## src/rtl/dual_align_pkg.sv

```systemverilog
// Shared widths, flat-bus field positions and the byte XOR fold used by
// the two-lane byte aligner.
package dual_align_pkg;

   localparam int LANE_W = 64;
   localparam int OFF_W  = 3;
   localparam int CNT_W  = 16;
   localparam int CHK_W  = 8;

   localparam int IN_LANE_A_LSB = 0;
   localparam int IN_LANE_B_LSB = 64;
   localparam int IN_OFF_A_LSB  = 128;
   localparam int IN_OFF_B_LSB  = 131;
   localparam int IN_VALID_BIT  = 134;
   localparam int IN_CLR_BIT    = 135;
   localparam int IN_W          = 136;

   localparam int OUT_AL_A_LSB  = 0;
   localparam int OUT_AL_B_LSB  = 64;
   localparam int OUT_OFF_A_LSB = 128;
   localparam int OUT_OFF_B_LSB = 131;
   localparam int OUT_MATCH_BIT = 134;
   localparam int OUT_CNT_LSB   = 135;
   localparam int OUT_CHK_LSB   = 151;
   localparam int OUT_W         = 159;

   function automatic logic [CHK_W-1:0] byte_xor16(input logic [LANE_W-1:0] a,
                                                   input logic [LANE_W-1:0] b);
      logic [CHK_W-1:0] r;
      r = '0;
      for (int unsigned i = 0; i < LANE_W / 8; i++) begin
         r = r ^ a[8*i +: 8] ^ b[8*i +: 8];
      end
      return r;
   endfunction

endpackage

```

## src/rtl/dual_alignment_lane_aligner.sv

```systemverilog
// One lane: keeps the previously accepted word and registers the byte-offset
// slice of the {current, previous} window on each accept.
module lane_aligner
   import dual_align_pkg::*;
(
   input  logic              clk,
   input  logic              rst_n,
   input  logic              clr,
   input  logic              valid,
   input  logic [LANE_W-1:0] lane,
   input  logic [OFF_W-1:0]  off,
   output logic [LANE_W-1:0] nxt,
   output logic [LANE_W-1:0] al
);

   logic [LANE_W-1:0]   prev;
   logic [2*LANE_W-1:0] win;

   assign win = {lane, prev};
   assign nxt = win[{off, 3'b000} +: LANE_W];

   // clr only wipes the history; the last aligned word stays visible
   always_ff @(posedge clk or negedge rst_n) begin
      if (!rst_n) begin
         prev <= '0;
         al   <= '0;
      end else if (clr) begin
         prev <= '0;
      end else if (valid) begin
         prev <= lane;
         al   <= nxt;
      end
   end

endmodule

```

## src/rtl/dual_alignment_top.sv

```systemverilog
// Two-lane byte aligner: unpacks the flat input, runs both lanes, and
// registers accept counter, lane-equality flag and XOR check byte.
module dual_alignment_top
   import dual_align_pkg::*;
(
   input  logic             clk,
   input  logic             rst_n,
   input  logic [IN_W-1:0]  in_flat,
   output logic [OUT_W-1:0] out_flat
);

   logic [LANE_W-1:0] lane_a, lane_b;
   logic [OFF_W-1:0]  off_a, off_b;
   logic              valid, clr, accept;
   logic [LANE_W-1:0] nxt_a, nxt_b, al_a, al_b;
   logic [OFF_W-1:0]  off_a_q, off_b_q;
   logic              match;
   logic [CNT_W-1:0]  cnt;
   logic [CHK_W-1:0]  chk;

   assign lane_a = in_flat[IN_LANE_A_LSB +: LANE_W];
   assign lane_b = in_flat[IN_LANE_B_LSB +: LANE_W];
   assign off_a  = in_flat[IN_OFF_A_LSB +: OFF_W];
   assign off_b  = in_flat[IN_OFF_B_LSB +: OFF_W];
   assign valid  = in_flat[IN_VALID_BIT];
   assign clr    = in_flat[IN_CLR_BIT];
   assign accept = valid & ~clr;

   lane_aligner u_lane_a (
      .clk   (clk),
      .rst_n (rst_n),
      .clr   (clr),
      .valid (valid),
      .lane  (lane_a),
      .off   (off_a),
      .nxt   (nxt_a),
      .al    (al_a)
   );

   lane_aligner u_lane_b (
      .clk   (clk),
      .rst_n (rst_n),
      .clr   (clr),
      .valid (valid),
      .lane  (lane_b),
      .off   (off_b),
      .nxt   (nxt_b),
      .al    (al_b)
   );

   always_ff @(posedge clk or negedge rst_n) begin
      if (!rst_n) begin
         off_a_q <= '0;
         off_b_q <= '0;
         match   <= 1'b0;
         cnt     <= '0;
         chk     <= '0;
      end else if (clr) begin
         cnt <= '0;
      end else if (accept) begin
         off_a_q <= off_a;
         off_b_q <= off_b;
         match   <= (nxt_a == nxt_b);
         cnt     <= cnt + 1'b1;
         chk     <= byte_xor16(nxt_a, nxt_b);
      end
   end

   assign out_flat = {chk, cnt, match, off_b_q, off_a_q, al_b, al_a};

endmodule

```

## config.mk

```make
export PLATFORM = sky130hd
export DESIGN_NAME = dual_alignment_top
export DESIGN_NICKNAME = d
export VERILOG_FILES = /design/src/rtl/dual_align_pkg.sv /design/src/rtl/dual_alignment_lane_aligner.sv /design/src/rtl/dual_alignment_top.sv
export SDC_FILE = /design/constraint.sdc
export NUM_CORES = 1
export LEC_CHECK = 0
export BUFFER_PORTS_ARGS = -buffer_cell sky130_fd_sc_hd__buf_4
export CELL_PAD_IN_SITES_DETAIL_PLACEMENT = 0
export CELL_PAD_IN_SITES_GLOBAL_PLACEMENT = 1
export CORE_UTILIZATION = 35
export CTS_CLUSTER_DIAMETER = 30
export DETAILED_ROUTE_END_ITERATION = 10
export GPL_ROUTABILITY_DRIVEN = 0
export PLACE_DENSITY = 0.75
export SYNTH_ARGS = -nofsm -noshare
export SYNTH_HDL_FRONTEND = slang
export SYNTH_SLANG_ARGS = --single-unit
export TNS_END_PERCENT = 30
```

## constraint.sdc

```tcl
create_clock -name clk -period 2 [get_ports clk]
set_input_delay 0.1 -clock clk [delete_from_list [all_inputs] [get_ports clk]]
set_output_delay 0.1 -clock clk [all_outputs]
set_load 0.1 [all_outputs]
```

* Yosys cells after proc, flatten, opt, wreduce, memory -nomap -nowiden *
Index checks and enable logic that the tools add are counted.

word-level totals
  RAM bits = 0
  memory bits (read-only) = 0
  output and inout port bits = 159
  bits in latches = 0
  word-level logic and storage cells = 40
  register bits after elaboration = 287
  memories = 0

cells by class
  bitwise logic cells = 17
  $add $sub $neg = 1
  reduce and logical (&&, ||, !) cells = 4
  equal/unequal tests = 1
  multiply operators = 0
  divide/modulo/power cells = 0
  magnitude comparators = 0
  shift operators = 2
  mux-type cells = 6

operator list
  operator                 count
  $mux W64                 4
  $shiftx A128 B7 Y64      2
  $xor A8 B8 Y8            15
  $eq A64 B64 Y1           1
  $mux W16                 2
  $add A16 B1 Y16 const B  1
  $reduce_and A2 Y1        2
  $reduce_bool A2 Y1       2
  $and A1 B1 Y1            1
  $not A1 Y1               1

* Depth between registers and ports, before layout *
  depth after elaboration = 16
  gate-level depth with buffers = 11
  depth with buffers taken out = 7

* Hierarchy *
A second synthesis with hierarchy kept.

unflattened totals
  cells, all modules = 1867
  area total of the unflattened synthesis = 18474.0 µm²

by module, submodules not included
  module              seq. area each (µm²)  instances  cells an instance  area an instance (µm²)
  lane_aligner        3203.1                2          803                7991.4
  dual_alignment_top  775.7                 1          261                2491.1

* Worst setup path before layout *
No wires, ideal clock.

  kind = register to register
  start point = register cnt[4]
  end point = register cnt[13]
  stages on the path, launching flop included = 6
  required time = 1.922 ns
  clock period less this slack = 2.217 ns
  library setup time = 0.078 ns
  arrival time = 2.140 ns
  path slack = -0.217 ns
  cell sequence = dfrtp_1 and3_1 and3_1 nand3_1 or3_1 a21oi_1

on the way
  word-level cells in the longest chain between the ends = 3

RTL lines
  element                   line                      source
  start: declaration        dual_alignment_top.sv:18  logic [CNT_W-1:0] cnt;
  start signal: assignment  dual_alignment_top.sv:64  cnt <= cnt + 1'b1;
  $add A16 B1 Y16           dual_alignment_top.sv:64
  $mux W16                  dual_alignment_top.sv:60  end else if (accept) begin
  $mux W16                  dual_alignment_top.sv:58  end else if (clr) begin

No other way between the ends. The select of a mux whose other input is x is not followed.
A chain may end at the register's enable or synchronous reset.

* Worst setup path after layout *
  start point = register u_lane_b.prev[58]
  end point = register match

on the way
  word-level cells in the longest chain between the ends = 2

RTL lines
  element                   line                               source
  start: declaration        dual_alignment_lane_aligner.sv:16  logic [LANE_W-1:0] prev;
  start signal: assignment  dual_alignment_lane_aligner.sv:30  prev <= lane;
  $shiftx A128 B7 Y64       dual_alignment_lane_aligner.sv:20  assign nxt = win[{off, 3'b000} +: LANE_W];
  $eq A64 B64 Y1            dual_alignment_top.sv:63           match <= (nxt_a == nxt_b);
  end signal: assignment    dual_alignment_top.sv:63
  end: declaration          dual_alignment_top.sv:17           logic match;

No other way between the ends.

==> qor.yml <==
status:
  status: "finished with violations"
  violations: "setup timing"
clock_tree:
  cts_max_path_buffers: 3
  clock_sinks: 287
  numCtsBuffers: 81
  insertion_delay_ns: 0.61
  h-tree-depth: 3
  cts_root_buf: "clkbuf_16"
  cts.clk_slew.worst_paths_ns: 0.04
  tritoncts: "done"
worst_hold_path:
  hp-class: "in2async"
power:
  fin_total_pwr_mw: 32.4
  ir_drop_v: 0.000628
  power_density_nw_per_um2: 1100
  p_leak_nw: 13.6
critical_path:
  endpoint_kind: "register"
  cp.arrival_ns: 2.88
  crit_path_top_delay_cell: "mux4_2"
  crit_fanout: 6
  required_ns: 2.54
  r2r_cells: 8
  slowest_delay_ns: 0.53
  start_kind: "register"
  crit_type: "reg2reg"
  crit_path_cell_trace: "mux4_2 -> mux2i_4 -> xor2_4 -> buf_6 -> nor4_4 -> nand4_1 -> nor3_1 -> a22o_1"
synth:
  synth.net_count: 1625
  ys_ff_latch: 287
  ys_warn_count: 0
  synth-edff-count: 0
  ys_async_sr_fraction_pct: 100
  ys.flop_type: "dfrtp_1"
  syn-instance-count: 1486
  synth.yosys.seq_area_share_pct: 40.1
  syn_avg_cell_area_um2: 12.1
  yosysUniqueCellTypes: 34
  syn_area_um2: 17900
routing:
  wire_per_inst_um: 22.7
  dr.pass1.iters: 7
  ant_nets: 0
  drc_errors: 0
  wirelength_um: 70000
  vias: 16300
  viasPerCell: 5.30
  drt_iter0_drc: 1346
finish:
  final_layout_size_suffix_gt1_share_pct: 49.3
  final_nets: 2478
  diodes: 0
  syn2layout_area_growth_pct: 64.6
  stdcell_count: 3078
sta:
  max_clock_freq_mhz: 428
  drv_slew: 0
  setup_viol: 10
  worst_slack_ns: -0.336
  hold_violations: 0
  fin_skew_ns: 0.0258
  rsz0062_at_grt: "yes"
  worstMarginPinSlew_ns: 0.715
  finalCriticalPeriod_ns: 2.34
  period_share_pct: 117
  relSlewSlack_pct: 52.3
grt:
  grt_pass1_wl_um: 105000
  grt_pass1_vias: 17000
  top_usage_layer: "met2"
  grt_max_degree: 141
  grtUsageMet1_pct: 34.2
  use_met3_pct: 6.55
  antenna_found_initial: 1
  met2_usage_pct: 41.6
  track_usage_pct: 26.5
  grt-ovfl-total: 0
floorplanning:
  rows: 82
  core_area_um2: 50400
  die_area_um2: 52100
  die_y_um: 228
  ios: 297
  die_w_um: 228
  start_util_pct: 35.6
placed_design:
  dp_hpwl_um: 50800
  dpl.cell_count: 2765
  pre_cts_ws_ns: -0.732
  portBuffers: 296
run:
  maxCapViolCount: 0
==> cell type report <==
cell class / instances / area, µm²
well taps: 672 / 841
multi-input cells: 1076 / 11000
inverters: 2 / 7.51
repair buffers: 891 / 7470
clock inverters: 45 / 717
fillers: 3935 / 20900
flip-flops and latches: 287 / 7210
clock buffers: 105 / 2270
==> synthesized netlist by cell type (all sizes together) (2+ instances only) <==
cell type,n,area [µm²]
o21ai,140,701
xnor2,61,542
nor3,3,15.0
nand3,3,15.0
nand2,161,604
clkbuf,42,158
or3,5,31.3
inv,2,7.51
nor4,13,81.3
dfrtp,287,7180
nor2,141,529
mux2i,289,2950
nand4,9,56.3
mux4,168,3790
buf,79,558
xor2,69,619
and3,4,25.0
a21oi,5,25.0
==> cell usage in the layout (no fill, tap or decap), drive strengths merged <==
cell	instances
buf	750
mux2i	289
dfrtp	287
mux4	168
nand2	161
nor2	141
dlygate4sd3	141
o21ai	140
clkbuf	105
xor2	69
xnor2	61
clkinv	20
bufinv	17
nor4	13
nand4	9
clkinvlp	7
or3	5
a21oi	5
and3	4
nand3	3
inv	3
nor3	3
nor2b	1
a22o	1
mux2	1
nand2b	1
ha	1
==> where the power goes <==
part,switching [mW],total (mW),internal (mW)
clock,3.99,14.1,10.1
combinational,7.10,11.3,4.16
sequential,0.594,7.07,6.47
total,11.7,32.4,20.8
==> critical path: cells and delay by family, from the launching register on <==
family                 cells  cell delay (ns)
buffers and inverters      1             0.15
XOR/XNOR                   1             0.13
multiplexers               2             0.81
AO/OA/AOI/OAI              1             0.15
flip-flops                 1             0.45
AND/OR/NAND/NOR            3             0.59
==> sequential cells by signal, summed over array words and instances (netlist names) <==
signal,cells
u_lane_b.al,64
match,1
u_lane_b.prev,64
off_a_q,3
u_lane_a.al,64
u_lane_a.prev,64
cnt,16
off_b_q,3
chk,8
==> per-layer routing <==
metal | vias to the layer above | share of wire, %
li1 | 7150 | -
met1 | 8132 | 40
met2 | 816 | 47
met3 | 201 | 8.7
met4 | 2 | 4.6
met5 | - | 0.017
==> per-stage QoR <==
step / hold WS, ns / cell area [µm²] / util [%] / TNS, ns
2_1_floorplan: -0.196 / 17900 / - / -0.103
3_3_place_gp: -0.00386 / 23900 / 47.4 / -4.47
3_5_place_dp: 0.00263 / 23900 / 47.4 / -4.55
4_1_cts: 0.101 / 29000 / 57.6 / -2.32
5_1_grt: 0.131 / 29500 / 58.6 / -3.46
6_report: 0.126 / 29500 / 58.6 / -2.89
==> final timing paths <==
kind | slack [ns] | to | start
worst max-delay path | -0.34 | match | u_lane_b.prev[58]
worst min-delay path | 0.13 | u_lane_b.prev[42] | rst_n
worst max register to register | -0.34 | match | u_lane_b.prev[58]
worst min register to register | 0.48 | off_a_q[0] | off_a_q[0]
max in group asynchronous | 1.37 | u_lane_a.prev[59] | rst_n
min in group clk | 0.15 | off_a_q[2] | in_flat[130]
==> repair_timing <==
item / 4_1_cts / 5_1_grt
gates resized for setup: 107 / 59
endpoints found under the hold margin: 419 / 0
endpoints found under the setup margin: 9 / 10
pin swaps: 16 / 16
buffers inserted: 19 / 6
hold buffers: 142 / 0
==> cell families (layout without fill, tap and decap cells) <==
kind of cell,Yosys count,in the layout,synth area share (%)
AOI/OAI and AO/OA,146,146,4.10
muxes,458,458,37.6
xor gates and xnor gates,130,130,6.48
DFF,287,287,40.1
buffers and inverters,123,1043,4.03
adders and majority gates,1,1,0.0698
and+or+nand+nor,341,341,7.64
No activity file was read; power rests on OpenSTA's default activity.
